$ cat src/rtl/auth_table_ctrl.sv
// auth_table_ctrl: credential table with login/session/account commands and a held failed-login alarm.
// Latency: rejected, LOGOUT and SET_OWN_PW respond 1 cycle after accept; table ops respond MAX_USERS+1 cycles after.
// Backpressure: cmd_ready only in IDLE; with LOCKOUT_TIMER_EN an alarm also holds cmd_ready low for LOCKOUT_CYCLES.
module auth_table_ctrl #(
    parameter int DIGIT_W        = 4,
    parameter int DIGITS         = 4,
    parameter int MAX_USERS      = 8,
    parameter int MAX_ATTEMPTS   = 3,
    parameter int LOCKOUT_CYCLES = 1000,
    parameter logic [DIGIT_W*DIGITS-1:0] ADMIN_NAME = 16'h1100,
    parameter logic [DIGIT_W*DIGITS-1:0] ADMIN_PASS = 16'h1100
) (
    input  logic                             clk,
    input  logic                             rst,
    input  logic                             cmd_valid,
    output logic                             cmd_ready,
    input  logic [2:0]                       cmd_op,
    input  logic [DIGIT_W*DIGITS-1:0]        cmd_user,
    input  logic [DIGIT_W*DIGITS-1:0]        cmd_pass,
    input  logic [1:0]                       cmd_mode,
    output logic                             rsp_valid,
    output logic                             rsp_ok,
    output logic [2:0]                       rsp_code,
    output logic                             locked,
    output logic [$clog2(MAX_USERS)-1:0]     cur_idx,
    output logic [1:0]                       cur_mode,
    output logic [$clog2(MAX_USERS+1)-1:0]   user_count,
    output logic                             alarm,
    input  logic                             alarm_ack,
    output logic                             lockout
);
    localparam int CRED_W = DIGIT_W * DIGITS;
    localparam int IDX_W  = $clog2(MAX_USERS);
    localparam int CNT_W  = $clog2(MAX_USERS + 1);
    localparam int ATT_W  = $clog2(MAX_ATTEMPTS + 1);

    localparam logic [2:0] OP_LOGIN = 3'd0, OP_LOGOUT = 3'd1, OP_SETPW = 3'd2,
                           OP_ADD   = 3'd3, OP_CHANGE = 3'd4, OP_DELETE = 3'd5;
    localparam logic [2:0] RC_OK = 3'd0, RC_BAD_PASS = 3'd1, RC_NO_USER = 3'd2, RC_NOT_PERM = 3'd3,
                           RC_FULL = 3'd4, RC_DUP = 3'd5, RC_PROT = 3'd6, RC_BAD_OP = 3'd7;

`ifdef LOCKOUT_TIMER_EN
    typedef enum logic [1:0] {ST_IDLE, ST_SCAN, ST_RESP, ST_LOCKOUT} state_t;
`else
    typedef enum logic [1:0] {ST_IDLE, ST_SCAN, ST_RESP} state_t;
`endif

    state_t state, state_nx;

    logic [CRED_W-1:0] tbl_name [MAX_USERS];
    logic [CRED_W-1:0] tbl_pass [MAX_USERS];
    logic [1:0]        tbl_mode [MAX_USERS];
    logic [MAX_USERS-1:0] tbl_vld;

    logic [2:0]        op_q;
    logic [CRED_W-1:0] user_q, pass_q;
    logic [1:0]        mode_q;
    logic [2:0]        code_q;
    logic [IDX_W-1:0]  scan_idx, hit_idx_q, free_idx_q;
    logic              hit_q, hit_pw_q, free_q;
    logic [ATT_W-1:0]  attempts;

    logic              accept, imm_scan, scan_hit, scan_last, scan_done;
    logic              fin_hit, fin_pw, fin_free, alarm_set;
    logic [IDX_W-1:0]  fin_idx, fin_free_idx;
    logic [2:0]        imm_code, fin_code;

    assign accept = cmd_valid && cmd_ready;

    // Command screening at acceptance: anything that needs no table search is resolved here.
    always_comb begin
        imm_scan = 1'b0;
        imm_code = RC_OK;
        if (cmd_op > OP_DELETE)                                 imm_code = RC_BAD_OP;
        else if (locked && cmd_op != OP_LOGIN)                  imm_code = RC_NOT_PERM;
        else if (!locked && cmd_op == OP_LOGIN)                 imm_code = RC_NOT_PERM;
        else if (cmd_op == OP_SETPW && cur_mode == 2'd2)        imm_code = RC_NOT_PERM;
        else if (cmd_op >= OP_ADD && cur_mode != 2'd0)          imm_code = RC_NOT_PERM;
        else if (cmd_op == OP_ADD && (cmd_mode == 2'd0 || cmd_mode == 2'd3))
                                                                imm_code = RC_BAD_OP;
        else if (cmd_op != OP_LOGOUT && cmd_op != OP_SETPW)     imm_scan = 1'b1;
    end

    // Final scan results merge the running first-hit/first-free with the last slot compared this cycle.
    always_comb begin
        scan_hit     = tbl_vld[scan_idx] && (tbl_name[scan_idx] == user_q);
        scan_last    = (scan_idx == IDX_W'(MAX_USERS - 1));
        scan_done    = (state == ST_SCAN) && scan_last;
        fin_hit      = hit_q || scan_hit;
        fin_idx      = hit_q ? hit_idx_q : scan_idx;
        fin_pw       = hit_q ? hit_pw_q : (tbl_pass[scan_idx] == pass_q);
        fin_free     = free_q || !tbl_vld[scan_idx];
        fin_free_idx = free_q ? free_idx_q : scan_idx;
        case (op_q)
            OP_LOGIN:  fin_code = !fin_hit ? RC_NO_USER : (fin_pw ? RC_OK : RC_BAD_PASS);
            OP_ADD:    fin_code = fin_hit ? RC_DUP : (fin_free ? RC_OK : RC_FULL);
            OP_CHANGE: fin_code = fin_hit ? RC_OK : RC_NO_USER;
            default:   fin_code = !fin_hit ? RC_NO_USER :
                                  ((fin_idx == '0 || fin_idx == cur_idx) ? RC_PROT : RC_OK);
        endcase
        alarm_set = scan_done && op_q == OP_LOGIN && fin_code != RC_OK &&
                    attempts == ATT_W'(MAX_ATTEMPTS - 1);
    end

`ifdef LOCKOUT_TIMER_EN
    localparam int LK_W = $clog2(LOCKOUT_CYCLES + 1);
    logic [LK_W-1:0] lock_cnt;
    logic            lock_pend;
    assign lockout = (state == ST_LOCKOUT);
`else
    // Constant 0: the lockout timer is compiled out.
    assign lockout = (LOCKOUT_CYCLES < 0);
`endif

    always_ff @(posedge clk) begin
        if (rst) state <= ST_IDLE;
        else     state <= state_nx;
    end

    always_comb begin
        state_nx  = state;
        cmd_ready = 1'b0;
        rsp_valid = 1'b0;
        case (state)
            ST_IDLE: begin
                cmd_ready = 1'b1;
                if (cmd_valid) state_nx = imm_scan ? ST_SCAN : ST_RESP;
            end
            ST_SCAN: if (scan_last) state_nx = ST_RESP;
            ST_RESP: begin
                rsp_valid = 1'b1;
                state_nx  = ST_IDLE;
`ifdef LOCKOUT_TIMER_EN
                if (lock_pend) state_nx = ST_LOCKOUT;
`endif
            end
`ifdef LOCKOUT_TIMER_EN
            ST_LOCKOUT: if (lock_cnt == LK_W'(LOCKOUT_CYCLES - 1)) state_nx = ST_IDLE;
`endif
            default: state_nx = ST_IDLE;
        endcase
        rsp_ok   = rsp_valid && (code_q == RC_OK);
        rsp_code = rsp_valid ? code_q : 3'd0;
    end

`ifdef LOCKOUT_TIMER_EN
    always_ff @(posedge clk) begin
        if (rst) begin
            lock_cnt  <= '0;
            lock_pend <= 1'b0;
        end else begin
            lock_cnt <= (state == ST_LOCKOUT) ? lock_cnt + 1'b1 : '0;
            if (alarm_set)             lock_pend <= 1'b1;
            else if (state == ST_RESP) lock_pend <= 1'b0;
        end
    end
`endif

    // Table, session and scan bookkeeping; all effects land on the edge into RESP.
    always_ff @(posedge clk) begin
        if (rst) begin
            for (int i = 0; i < MAX_USERS; i++) begin
                tbl_name[i] <= '0;
                tbl_pass[i] <= '0;
                tbl_mode[i] <= 2'd0;
            end
            tbl_vld     <= '0;
            tbl_vld[0]  <= 1'b1;
            tbl_name[0] <= ADMIN_NAME;
            tbl_pass[0] <= ADMIN_PASS;
            locked      <= 1'b1;
            cur_idx     <= '0;
            cur_mode    <= 2'd0;
            user_count  <= CNT_W'(1);
            alarm       <= 1'b0;
            attempts    <= '0;
            op_q        <= 3'd0;
            user_q      <= '0;
            pass_q      <= '0;
            mode_q      <= 2'd0;
            code_q      <= 3'd0;
            scan_idx    <= '0;
            hit_q       <= 1'b0;
            hit_idx_q   <= '0;
            hit_pw_q    <= 1'b0;
            free_q      <= 1'b0;
            free_idx_q  <= '0;
        end else begin
            if (alarm_set)      alarm <= 1'b1;
            else if (alarm_ack) alarm <= 1'b0;

            if (accept) begin
                op_q     <= cmd_op;
                user_q   <= cmd_user;
                pass_q   <= cmd_pass;
                mode_q   <= cmd_mode;
                code_q   <= imm_code;
                scan_idx <= '0;
                hit_q    <= 1'b0;
                free_q   <= 1'b0;
                if (!imm_scan && imm_code == RC_OK) begin
                    if (cmd_op == OP_LOGOUT) begin
                        locked <= 1'b1;
                        if (cur_mode == 2'd2) begin
                            tbl_vld[cur_idx]  <= 1'b0;
                            tbl_name[cur_idx] <= '0;
                            tbl_pass[cur_idx] <= '0;
                            tbl_mode[cur_idx] <= 2'd0;
                            user_count        <= user_count - 1'b1;
                        end
                    end else begin
                        tbl_pass[cur_idx] <= cmd_pass;
                    end
                end
            end else if (state == ST_SCAN) begin
                scan_idx <= scan_last ? '0 : scan_idx + 1'b1;
                if (scan_hit && !hit_q) begin
                    hit_q     <= 1'b1;
                    hit_idx_q <= scan_idx;
                    hit_pw_q  <= (tbl_pass[scan_idx] == pass_q);
                end
                if (!tbl_vld[scan_idx] && !free_q) begin
                    free_q     <= 1'b1;
                    free_idx_q <= scan_idx;
                end
                if (scan_last) begin
                    code_q <= fin_code;
                    case (op_q)
                        OP_LOGIN: begin
                            if (fin_code == RC_OK) begin
                                locked   <= 1'b0;
                                cur_idx  <= fin_idx;
                                cur_mode <= tbl_mode[fin_idx];
                                attempts <= '0;
                            end else begin
                                attempts <= alarm_set ? '0 : attempts + 1'b1;
                            end
                        end
                        OP_ADD: if (fin_code == RC_OK) begin
                            tbl_vld[fin_free_idx]  <= 1'b1;
                            tbl_name[fin_free_idx] <= user_q;
                            tbl_pass[fin_free_idx] <= pass_q;
                            tbl_mode[fin_free_idx] <= mode_q;
                            user_count             <= user_count + 1'b1;
                        end
                        OP_CHANGE: if (fin_code == RC_OK) tbl_pass[fin_idx] <= pass_q;
                        default: if (fin_code == RC_OK) begin
                            tbl_vld[fin_idx]  <= 1'b0;
                            tbl_name[fin_idx] <= '0;
                            tbl_pass[fin_idx] <= '0;
                            tbl_mode[fin_idx] <= 2'd0;
                            user_count        <= user_count - 1'b1;
                        end
                    endcase
                end
            end
        end
    end
endmodule

$ cat config.mk
export PLATFORM = sky130hd
export DESIGN_NAME = auth_table_ctrl
export DESIGN_NICKNAME = d
export VERILOG_FILES = /design/src/rtl/auth_table_ctrl.sv
export SDC_FILE = /design/constraint.sdc
export NUM_CORES = 1
export LEC_CHECK = 0
export BUFFER_PORTS_ARGS = -buffer_cell sky130_fd_sc_hd__buf_2
export CORE_UTILIZATION = 50
export DETAILED_ROUTE_END_ITERATION = 12
export PLACE_DENSITY_LB_ADDON = 0.1
export SLEW_MARGIN = 20
export SYNTH_ARGS = -nofsm -noshare
export SYNTH_HDL_FRONTEND = slang
export SYNTH_SLANG_ARGS = --single-unit
$ cat constraint.sdc
create_clock -name clk -period 9.3 [get_ports clk]
set_input_delay 1.395 -clock clk [delete_from_list [all_inputs] [get_ports clk]]
set_output_delay 1.395 -clock clk [all_outputs]
set_load 0.05 [all_outputs]
==> run_results.csv, run 1 <==
group,metric,value,unit
outcome,status,"complete, no violations",
global_route,grt_start_max_net_pins,71,
floorplan,boundaryPins,59,
sta,fin_crit_sh,0.7299,
worst_setup_path,cp_slowest_stage_delay,0.96,ns
cts,clkTransAtPathRegs,0.06,ns
cts,cts_buffers,39,
detailed_routing,drc,0,
power,p_clk_frac,0.445,
worst_setup_path,rr_worst_depth,11,
detailed_routing,viasPerCell,6.448,
floorplan,design.core.area,0.03362,mm^2
worst_setup_path,slowest_stage,"nor4b_1",
synthesis,yosys_most_used_dff,"edfxtp_1",
power,max-vdd-ir-drop,151.4,uV
synthesis,synthesis.area,0.01714,mm^2
detailed_routing,wire_per_inst,24.52,um
sta,maxSlewViolCount,0,
worst_setup_path,cp.arrival,6.95,ns
sta,max_clock_freq,0.1473,GHz
global_route,overflow,0,
hold_path,min_to,"tbl_vld[2]",
detailed_routing,first_pass_iters,6,
cts,cts_setup_buffers,0,
global_route,grt_pass1_wl,73050,um
layout,stdcell_area,0.01920,mm^2
run,maxCapViolCount,0,
cts,clock_latency,0.54,ns
worst_setup_path,critPathBufInv,2,
synthesis,synth_cell_type_count,70,
floorplan,fp.dieW,187.1,um
layout,final_util,0.5711,
hold_path,hold_depth,2,
floorplan,dieHeight,187.1,um
power,p_per_area,183.6,mW/mm^2
power,power.switching,0.7764,mW
cts,ctsResizeCount,0,
sta,tightest_slew,1.184,ns
hold_path,hold_start,"tbl_vld[2]",
worst_setup_path,cpLargestDelayFamily,"compound AO/OA/AOI/OAI gates",
power,internal_power,2.748,mW
sta,period_minus_slack,6.788,ns
worst_setup_path,worstSetupPathType,"register to register",
power,switching_share,0.2203,
power,power.total,3.525,mW
worst_setup_path,regToRegSetupSlack,2.51,ns
placed_design,dp_hpwl,30660,um
detailed_routing,vias,12561,
layout,antennaDiodeCount,0,
placed_design,placed_area,0.01786,mm^2
worst_setup_path,path_max_fanout,47,
cts,cts_buffer_depth,3,
worst_setup_path,required,9.47,ns
worst_setup_path,worstSetupEndpointType,"register",
layout,syn_to_final_growth,12.02,%
layout,nets,1516,
worst_setup_path,worst_setup_path_start_kind,"register",
placed_design,gp_congestion,0.8780,
floorplan,die_area,0.03502,mm^2
power,combinationalPowerShare,0.051,
layout,drive_gt1_frac,0.1713,
worst_setup_path,crit_chain,"buf_4, mux2_2, o22ai_1, nor3_1, nor4b_1, nand4_1, o31ai_4, and3_1, o221ai_4, buf_4, o31ai_4",
sta,finalClockSkew,0.02393,ns
floorplan,rows,67,
synthesis,yosys_warnings,0,
synthesis,syn_area_per_cell,11.63,um^2
layout,final_cell_mix,"edfxtp_1 (272), nor3_1 (166), nor4_1 (135)",
cts,cts_hold_buf,0,
sta,hold_viol,0,
power,p_leak,5.804,nW
sta,grt_setup_unrepaired,"false",
detailed_routing,drt-total-wl,47770,um
sta,timing.setup.tns,0,ns
cts,clockRootBuffer,"clkbuf_16",
cts,htreeDepth,2,
power,power.share.sequential,0.504,
synthesis,synth_nets,1519,
placed_design,portBuffers,57,
synthesis,synth-edff-count,272,
cts,cts.sinks,350,
global_route,grt_pass1_vias,11997,
global_route,grt_antenna_before_repair,0,
global_route,grt_usage,0.2727,
detailed_routing,postRouteAntennaNets,0,
sta,setup_viol,0,
synthesis,synthCells,1474,
synthesis,async_reset_ff_frac,0,
floorplan,start_util,0.5098,
cts,cts_tree,"built",
sta,maxSlewHeadroom,0.2103,
hold_path,hold_path.class,"register to register",
worst_setup_path,reg2reg_to,"tbl_pass[2][0]",
synthesis,ys_seq_area_frac,0.5677,
detailed_routing,drtIter0Drc,1275,
synthesis,ys_ff_latch,350,
layout,final_common_cell,"edfxtp_1",
## registers in the layout, indices dropped and copies added, names as in the netlist, 2 cells and up, named ones only
name,flops
code_q,3
tbl_pass,128
pass_q,16
hit_idx_q,3
user_count,4
user_q,16
cur_idx,3
tbl_name,128
state,2
mode_q,2
op_q,3
attempts,2
cur_mode,2
scan_idx,3
free_idx_q,3
tbl_mode,16
tbl_vld,8
## worst register-to-register path, delay by kind of cell, from the launching register on
kind            cells  cell delay [ns]
compound gates      4             2.31
buf+inv             2             1.04
flops               1             0.59
simple gates        4             2.02
mux                 1             0.46
## how the worst max path moves through the flow
| stage | from | to | slack (ns) | cells after the start |
|---|---|---|---|---|
| floorplan | cmd_op[1] | tbl_pass[2][0] | 4.05 | 11 |
| global placement | register | tbl_pass[2][14] | 2.76 | 11 |
| CTS | register | tbl_pass[2][10] | 2.60 | 11 |
| detailed placement | register | tbl_pass[2][15] | 2.62 | 11 |
| finish | register | tbl_pass[2][0] | 2.51 | 11 |
| global route | register | tbl_pass[2][2] | 2.11 | 11 |
## power by group through the flow
| stage | combinational [mW] | clock (mW) | sequential (mW) |
|---|---|---|---|
| 2_1_floorplan | 0.118 | 0 | 1.79 |
| 3_3_place_gp | 0.176 | 0 | 1.81 |
| 3_5_place_dp | 0.178 | 0 | 1.81 |
| 4_1_cts | 0.179 | 1.59 | 1.78 |
| 5_1_grt | 0.193 | 1.65 | 1.78 |
| 6_report | 0.179 | 1.57 | 1.78 |
## per-layer routing
layer | share of wire | track usage | wire [um]
met1 | 0.43 | 0.3806 | 20340
met2 | 0.47 | 0.4319 | 22460
met3 | 0.074 | 0.04503 | 3517
met4 | 0.030 | 0.09521 | 1456
met5 | 0 | 0 | 0
## cell usage after synthesis (3+ instances only)
cell      count  area share
a221oi_1      8      0.0041
o32a_1        3      0.0018
o22ai_1       6      0.0022
nand3b_1      3      0.0013
a22o_1        9      0.0046
ha_1          4      0.0029
and2_1        6      0.0022
dfxtp_1      78       0.091
a22oi_1      31       0.014
xnor2_1      15      0.0077
o31ai_1      12      0.0053
buf_4         9      0.0039
mux4_2       37       0.049
buf_2        43       0.013
and3_1        8      0.0029
o211ai_1      4      0.0018
or3_1         6      0.0022
nand2b_1      8      0.0029
nand4_1      13      0.0047
nand3_1      25      0.0073
inv_1        12      0.0026
mux2_2       19       0.012
a21oi_1      77       0.022
xor2_1       12      0.0061
nand2_1     127       0.028
nor4_1      135       0.049
nor4_2        4      0.0029
o21ai_0      27      0.0079
buf_1         6      0.0013
clkbuf_1     71       0.016
o31ai_2       3      0.0022
a211oi_1      7      0.0031
nor2_1       49       0.011
nor2b_1       9      0.0033
a31oi_1       9      0.0033
nor4b_1       3      0.0015
mux2i_1      80       0.047
o31a_1        6      0.0031
edfxtp_1    272        0.48
buf_6        12      0.0079
o221ai_1      3      0.0015
nor3_1      167       0.049
## layout make-up
cell class	instances	area [um^2]
clock buffers	57	1155
inverters	13	48.80
well taps	448	560.5
flip-flops and latches	350	9736
clock inverters	13	155.1
fillers	2878	14420
repair buffers	97	585.6
multi-input cells	970	6957
## metrics by stage
stage,hold WS [ns],std cells,setup WS (ns)
final,0.4542,1948,2.512
after global routing,0.4924,1948,2.108
after CTS,0.4592,1947,2.600
after detailed placement,0.4516,1877,2.619
after global placement,0.4444,1877,2.761
after floorplan,0.4328,1474,4.051
## cell families after synthesis
family / synth area share
muxes: 0.1078
and+or+nand+nor: 0.1725
adders and majority gates: 0.002920
buffers and inverters: 0.04410
AOI/OAI and AO/OA: 0.09090
xor gates and xnor gates: 0.01380
other: 0.0002188
DFF: 0.5677
Power figures use the tool's default switching activity.
==> inputs of run 2 (changes only) <==
- clock period: 9.3 -> 5.7 ns (I/O delays scaled with it)
==> run 2 against run 1 <==
Sequential cell count unchanged; worst hold slack better by 0.0056 ns; final cell count grew 2.9%; maximum frequency rose by 38%; global-route usage decreased by 0.15 points; largest cell class unchanged; highest routed layer unchanged.
==> run_results.csv, run 2 (synthesis gave the netlist of run 1 again) <==
group,metric,value,unit
outcome,status,"complete, no violations",
sta,setup_slack,0.7667,ns
cts,cts_buffers,39,
layout,syn_to_final_growth,14.73,%
sta,hold_viol,0,
floorplan,design.core.area,0.03362,mm^2
power,power.share.sequential,0.502,
layout,antennaDiodeCount,0,
detailed_routing,first_pass_iters,5,
layout,n_fill_cell,2833,
floorplan,dieHeight,187.1,um
detailed_routing,drtIter0Drc,1126,
power,max-vdd-ir-drop,221.3,uV
cts,cts_hold_buf,0,
floorplan,start_util,0.5098,
cts,cts_buffer_depth,3,
layout,reg_top3,"tbl_name x128, tbl_pass x128",
power,switching_share,0.2164,
detailed_routing,drc,0,
layout,nets,1576,
sta,hold_ws,0.4598,ns
worst_setup_path,worst_setup_path_start_kind,"register",
placed_design,placed_area,0.01838,mm^2
placed_design,gp_congestion,0.8582,
sta,tightest_slew,0.9943,ns
floorplan,die_area,0.03502,mm^2
placed_design,dp_hpwl,32120,um
worst_setup_path,worstSetupEndpointType,"register",
global_route,grt_usage,0.2712,
power,combinationalPowerShare,0.054,
sta,maxSlewViolCount,0,
cts,cts.sinks,350,
detailed_routing,postRouteAntennaNets,0,
floorplan,rows,67,
sta,finalClockSkew,0.02512,ns
global_route,grt_antenna_before_repair,0,
cts,clockRootBuffer,"clkbuf_16",
layout,final_cell_mix,"edfxtp_1 (272), nor3_1 (166), nor4_1 (135)",
global_route,grt_pass1_wl,73550,um
layout,drive_gt1_frac,0.2012,
detailed_routing,wire_per_inst,23.76,um
floorplan,fp.dieW,187.1,um
sta,timing.setup.tns,0,ns
detailed_routing,vias,12663,
placed_design,portBuffers,57,
sta,fin_crit_sh,0.8655,
power,p_clk_frac,0.444,
global_route,grt_pass1_vias,12368,
detailed_routing,drt-total-wl,47610,um
placed_design,dp.cells,1938,
worst_setup_path,required,5.96,ns
cts,htreeDepth,2,
sta,setup_viol,0,
worst_setup_path,path_max_fanout,40,
cts,clkTransAtPathRegs,0.06,ns
floorplan,boundaryPins,59,
power,p_per_area,293.0,mW/mm^2
power,internal_power,4.514,mW
layout,instances_no_fill,2004,
global_route,grt_start_max_net_pins,55,
worst_setup_path,cp.arrival,5.19,ns
cts,ctsResizeCount,0,
sta,period_minus_slack,4.933,ns
placed_design,pre_cts_ws,0.7699,ns
layout,stdcell_area,0.01966,mm^2
sta,maxSlewHeadroom,0.3341,
sta,max_clock_freq,0.2027,GHz
sta,grt_setup_unrepaired,"false",
cts,clock_latency,0.52,ns
global_route,overflow,0,
hold_path,hold_path.class,"register to register",
cts,cts_tree,"built",
power,power.switching,1.247,mW
layout,final_common_cell,"edfxtp_1",
worst_setup_path,worstSetupPathType,"register to register",
cts,cts_setup_buffers,0,
run,maxCapViolCount,0,
power,p_leak,6.095,nW
detailed_routing,viasPerCell,6.319,
run 2: power by group through the flow:
stage | Combinational [mW] | Sequential, mW | Clock, mW
5_1_grt | 0.336 | 2.90 | 2.67
2_1_floorplan | 0.192 | 2.93 | 0
3_3_place_gp | 0.306 | 2.94 | 0
4_1_cts | 0.311 | 2.89 | 2.59
3_5_place_dp | 0.310 | 2.95 | 0
6_report | 0.310 | 2.89 | 2.56
run 2: cell type report:
cell class | instances | area (um^2) | share of cell area
inverters | 13 | 48.80 | 0.002482
flip-flops and latches | 350 | 9736 | 0.4952
well taps | 448 | 560.5 | 0.02851
clock inverters | 17 | 235.2 | 0.01196
clock buffers | 49 | 1044 | 0.05307
repair buffers | 157 | 1111 | 0.05651
multi-input cells | 970 | 6927 | 0.3523
run 2: per-stage QoR:
| step | power, mW | utilization |
|---|---|---|
| detailed placement | 3.257 | 0.5468 |
| global placement | 3.249 | 0.5468 |
| global route | 5.909 | 0.5849 |
| CTS | 5.792 | 0.5849 |
| finish | 5.761 | 0.5849 |
| floorplan | 3.120 | - |
run 2: final timing paths:
kind | startpoint | end | slack (ns) | cells past startpoint
worst min-delay path | mode_q[0] | mode_q[0] | 0.46 | 2
worst max register to register | register | tbl_name[3][3] | 0.77 | 13
worst min register to register | mode_q[0] | mode_q[0] | 0.46 | 2
worst max-delay path | register | tbl_name[3][3] | 0.77 | 13
run 2: per-layer routing:
metal,routed length (um),vias to the layer above,global-route usage
met3,2960,87,0.03452
met5,0,-,0
met1,20510,6234,0.3757
met2,22670,467,0.4407
li1,-,5875,-
met4,1470,0,0.09458
run 2: critical path, cell delays in order, from the launching register on:
cell	delay (ns)
dfxtp_2	0.84
buf_12	0.33
mux2_2	0.38
o22ai_1	0.20
o21ai_0	0.09
nor4b_1	0.15
buf_4	0.16
and4_1	0.20
a31oi_1	0.76
nor2_1	0.11
buf_4	0.24
a221oi_4	0.65
buf_4	0.42
nor3_1	0.11
==> inputs of run 3 (changes only) <==
- CORE_UTILIZATION: 50 -> 55
- REMOVE_ABC_BUFFERS: unset -> 1
==> run 3 against run 2 <==
Global-route usage is 2.3 points higher; sequential power hardly changed; largest power group unchanged; utilization grew 5.0 points; clock-buffer cell count rose by 14; power shrank 1.8%; maximum frequency grew 0.56%; clock skew grew 0.0015 ns.
==> run_results.csv, run 3 (synthesis gave the netlist of run 1 again) <==
group,metric,value,unit
power,p_per_area,291.4,mW/mm^2
detailed_routing,wire_per_inst,23.83,um
worst_setup_path,worst_setup_path_start_kind,"register",
power,max-vdd-ir-drop,248.4,uV
cts,cts_buffer_depth,3,
cts,clockRootBuffer,"clkbuf_16",
sta,maxSlewViolCount,0,
sta,finalClockSkew,0.02664,ns
sta,max_clock_freq,0.2038,GHz
floorplan,rows,64,
global_route,grt_antenna_before_repair,0,
global_route,grt_pass1_vias,12393,
cts,ctsResizeCount,0,
hold_path,hold_depth,2,
placed_design,portBuffers,57,
outcome,status,"complete, no violations",
hold_path,min_to,"mode_q[0]",
placed_design,gp_congestion,0.9061,
floorplan,boundaryPins,59,
detailed_routing,viasPerCell,6.581,
sta,timing.setup.tns,0,ns
sta,grt_setup_unrepaired,"false",
worst_setup_path,path_max_fanout,15,
detailed_routing,vias,12741,
sta,tightest_slew,1.012,ns
worst_setup_path,cpLargestDelayFamily,"compound AO/OA/AOI/OAI gates",
worst_setup_path,required,5.95,ns
cts,cts_tree,"built",
global_route,grt_usage,0.2940,
sta,period_minus_slack,4.906,ns
detailed_routing,postRouteAntennaNets,0,
run,maxCapViolCount,0,
detailed_routing,drc,0,
worst_setup_path,path_common_cell,"buf_4",
sta,hold_viol,0,
cts,htreeDepth,2,
global_route,overflow,0,
sta,hold_ws,0.4553,ns
cts,cts_setup_buffers,0,
sta,fin_crit_sh,0.8606,
placed_design,dp_hpwl,29170,um
worst_setup_path,cp_slowest_stage_delay,0.82,ns
layout,n_fill_cell,2409,
floorplan,design.core.area,0.03059,mm^2
floorplan,die_area,0.03187,mm^2
hold_path,hold_path.class,"register to register",
worst_setup_path,cp.arrival,5.16,ns
sta,setup_viol,0,
global_route,grt_start_max_net_pins,55,
layout,reg_top3,"tbl_name x128, tbl_pass x128",
cts,clkTransAtPathRegs,0.06,ns
power,p_leak,5.995,nW
layout,final_util,0.6345,
floorplan,fp.dieW,178.5,um
worst_setup_path,rr_worst_depth,12,
layout,drive_gt1_frac,0.1903,
worst_setup_path,crit_chain,"buf_4, mux4_2, mux2i_1, xor2_1, nand2_1, nor4_1, a31oi_1, nor2_1, buf_4, o31ai_4, o21ai_2, buf_4",
layout,final_common_cell,"edfxtp_1",
layout,final_cell_mix,"edfxtp_1 (272), nor3_1 (166), nor4_1 (135)",
layout,syn_to_final_growth,13.26,%
layout,nets,1554,
floorplan,dieHeight,178.5,um
hold_path,hold_start,"mode_q[0]",
floorplan,start_util,0.5603,
layout,antennaDiodeCount,0,
cts,clock_latency,0.54,ns
cts,cts_hold_buf,0,
worst_setup_path,reg2reg_to,"tbl_name[0][6]",
worst_setup_path,slowest_stage,"o21ai_2",
worst_setup_path,worstSetupEndpointType,"register",
sta,maxSlewHeadroom,0.3220,
cts,cts_buffers,39,
detailed_routing,drtIter0Drc,1172,
worst_setup_path,regToRegSetupSlack,0.79,ns
worst_setup_path,worstSetupPathType,"register to register",
global_route,grt_pass1_wl,71080,um
worst_setup_path,critPathBufInv,3,
cts,cts.sinks,350,
detailed_routing,drt-total-wl,46130,um
detailed_routing,first_pass_iters,5,
[run 3: through the flow]
stage               setup WS [ns]  instance area (um^2)  std cells  total power [mW]
detailed placement         0.9402                 18160       1864             3.253
CTS                        0.8808                 19410       1936             5.677
floorplan                  -5.904                 16430       1333             3.109
finish                     0.7944                 19410       1936             5.655
global placement            1.073                 18150       1864             3.243
global route               0.6371                 19410       1936             5.802
[run 3: worst max-delay path by stage]
stage	cells after the start	end	startpoint
3_3_place_gp	12	tbl_name[0][6]	register
6_report	12	tbl_name[0][6]	register
4_1_cts	12	tbl_name[0][2]	register
5_1_grt	12	tbl_name[0][9]	register
3_5_place_dp	12	tbl_name[0][6]	register
2_1_floorplan	9	tbl_mode[3][0]	register
[run 3: final cells by class]
| cell class | instances | area, um^2 | area share |
|---|---|---|---|
| tap | 396 | 495.5 | 0.02553 |
| timing repair buffer | 135 | 945.9 | 0.04873 |
| inverter | 13 | 48.80 | 0.002514 |
| clock buffer | 63 | 1189 | 0.06124 |
| sequential | 350 | 9736 | 0.5016 |
| clock inverter | 9 | 61.31 | 0.003159 |
| multi-input combinational | 970 | 6934 | 0.3572 |
[run 3: where the power goes]
part	leakage, nW	internal (mW)	switching, mW	total [mW]
sequential	3.31	2.84	0.0508	2.89
combinational	2.06	0.109	0.198	0.307
clock	0.619	1.43	1.02	2.45
total	5.99	4.39	1.27	5.66
[run 3: per-layer routing]
metal	global-route usage	wire, um	vias up
met1	0.4112	19660	6264
met3	0.04540	3510	90
met5	0	0	-
li1	-	-	5827
met4	0.09534	1103	0
met2	0.4706	21850	560
[run 3: worst register-to-register path, cell delays in order, from the launching register on]
cell     delay, ns
dfxtp_2       0.52
buf_4         0.35
mux4_2        0.54
mux2i_1       0.17
xor2_1        0.17
nand2_1       0.09
nor4_1        0.56
a31oi_1       0.51
nor2_1        0.24
buf_4         0.25
o31ai_4       0.12
o21ai_2       0.82
buf_4         0.30
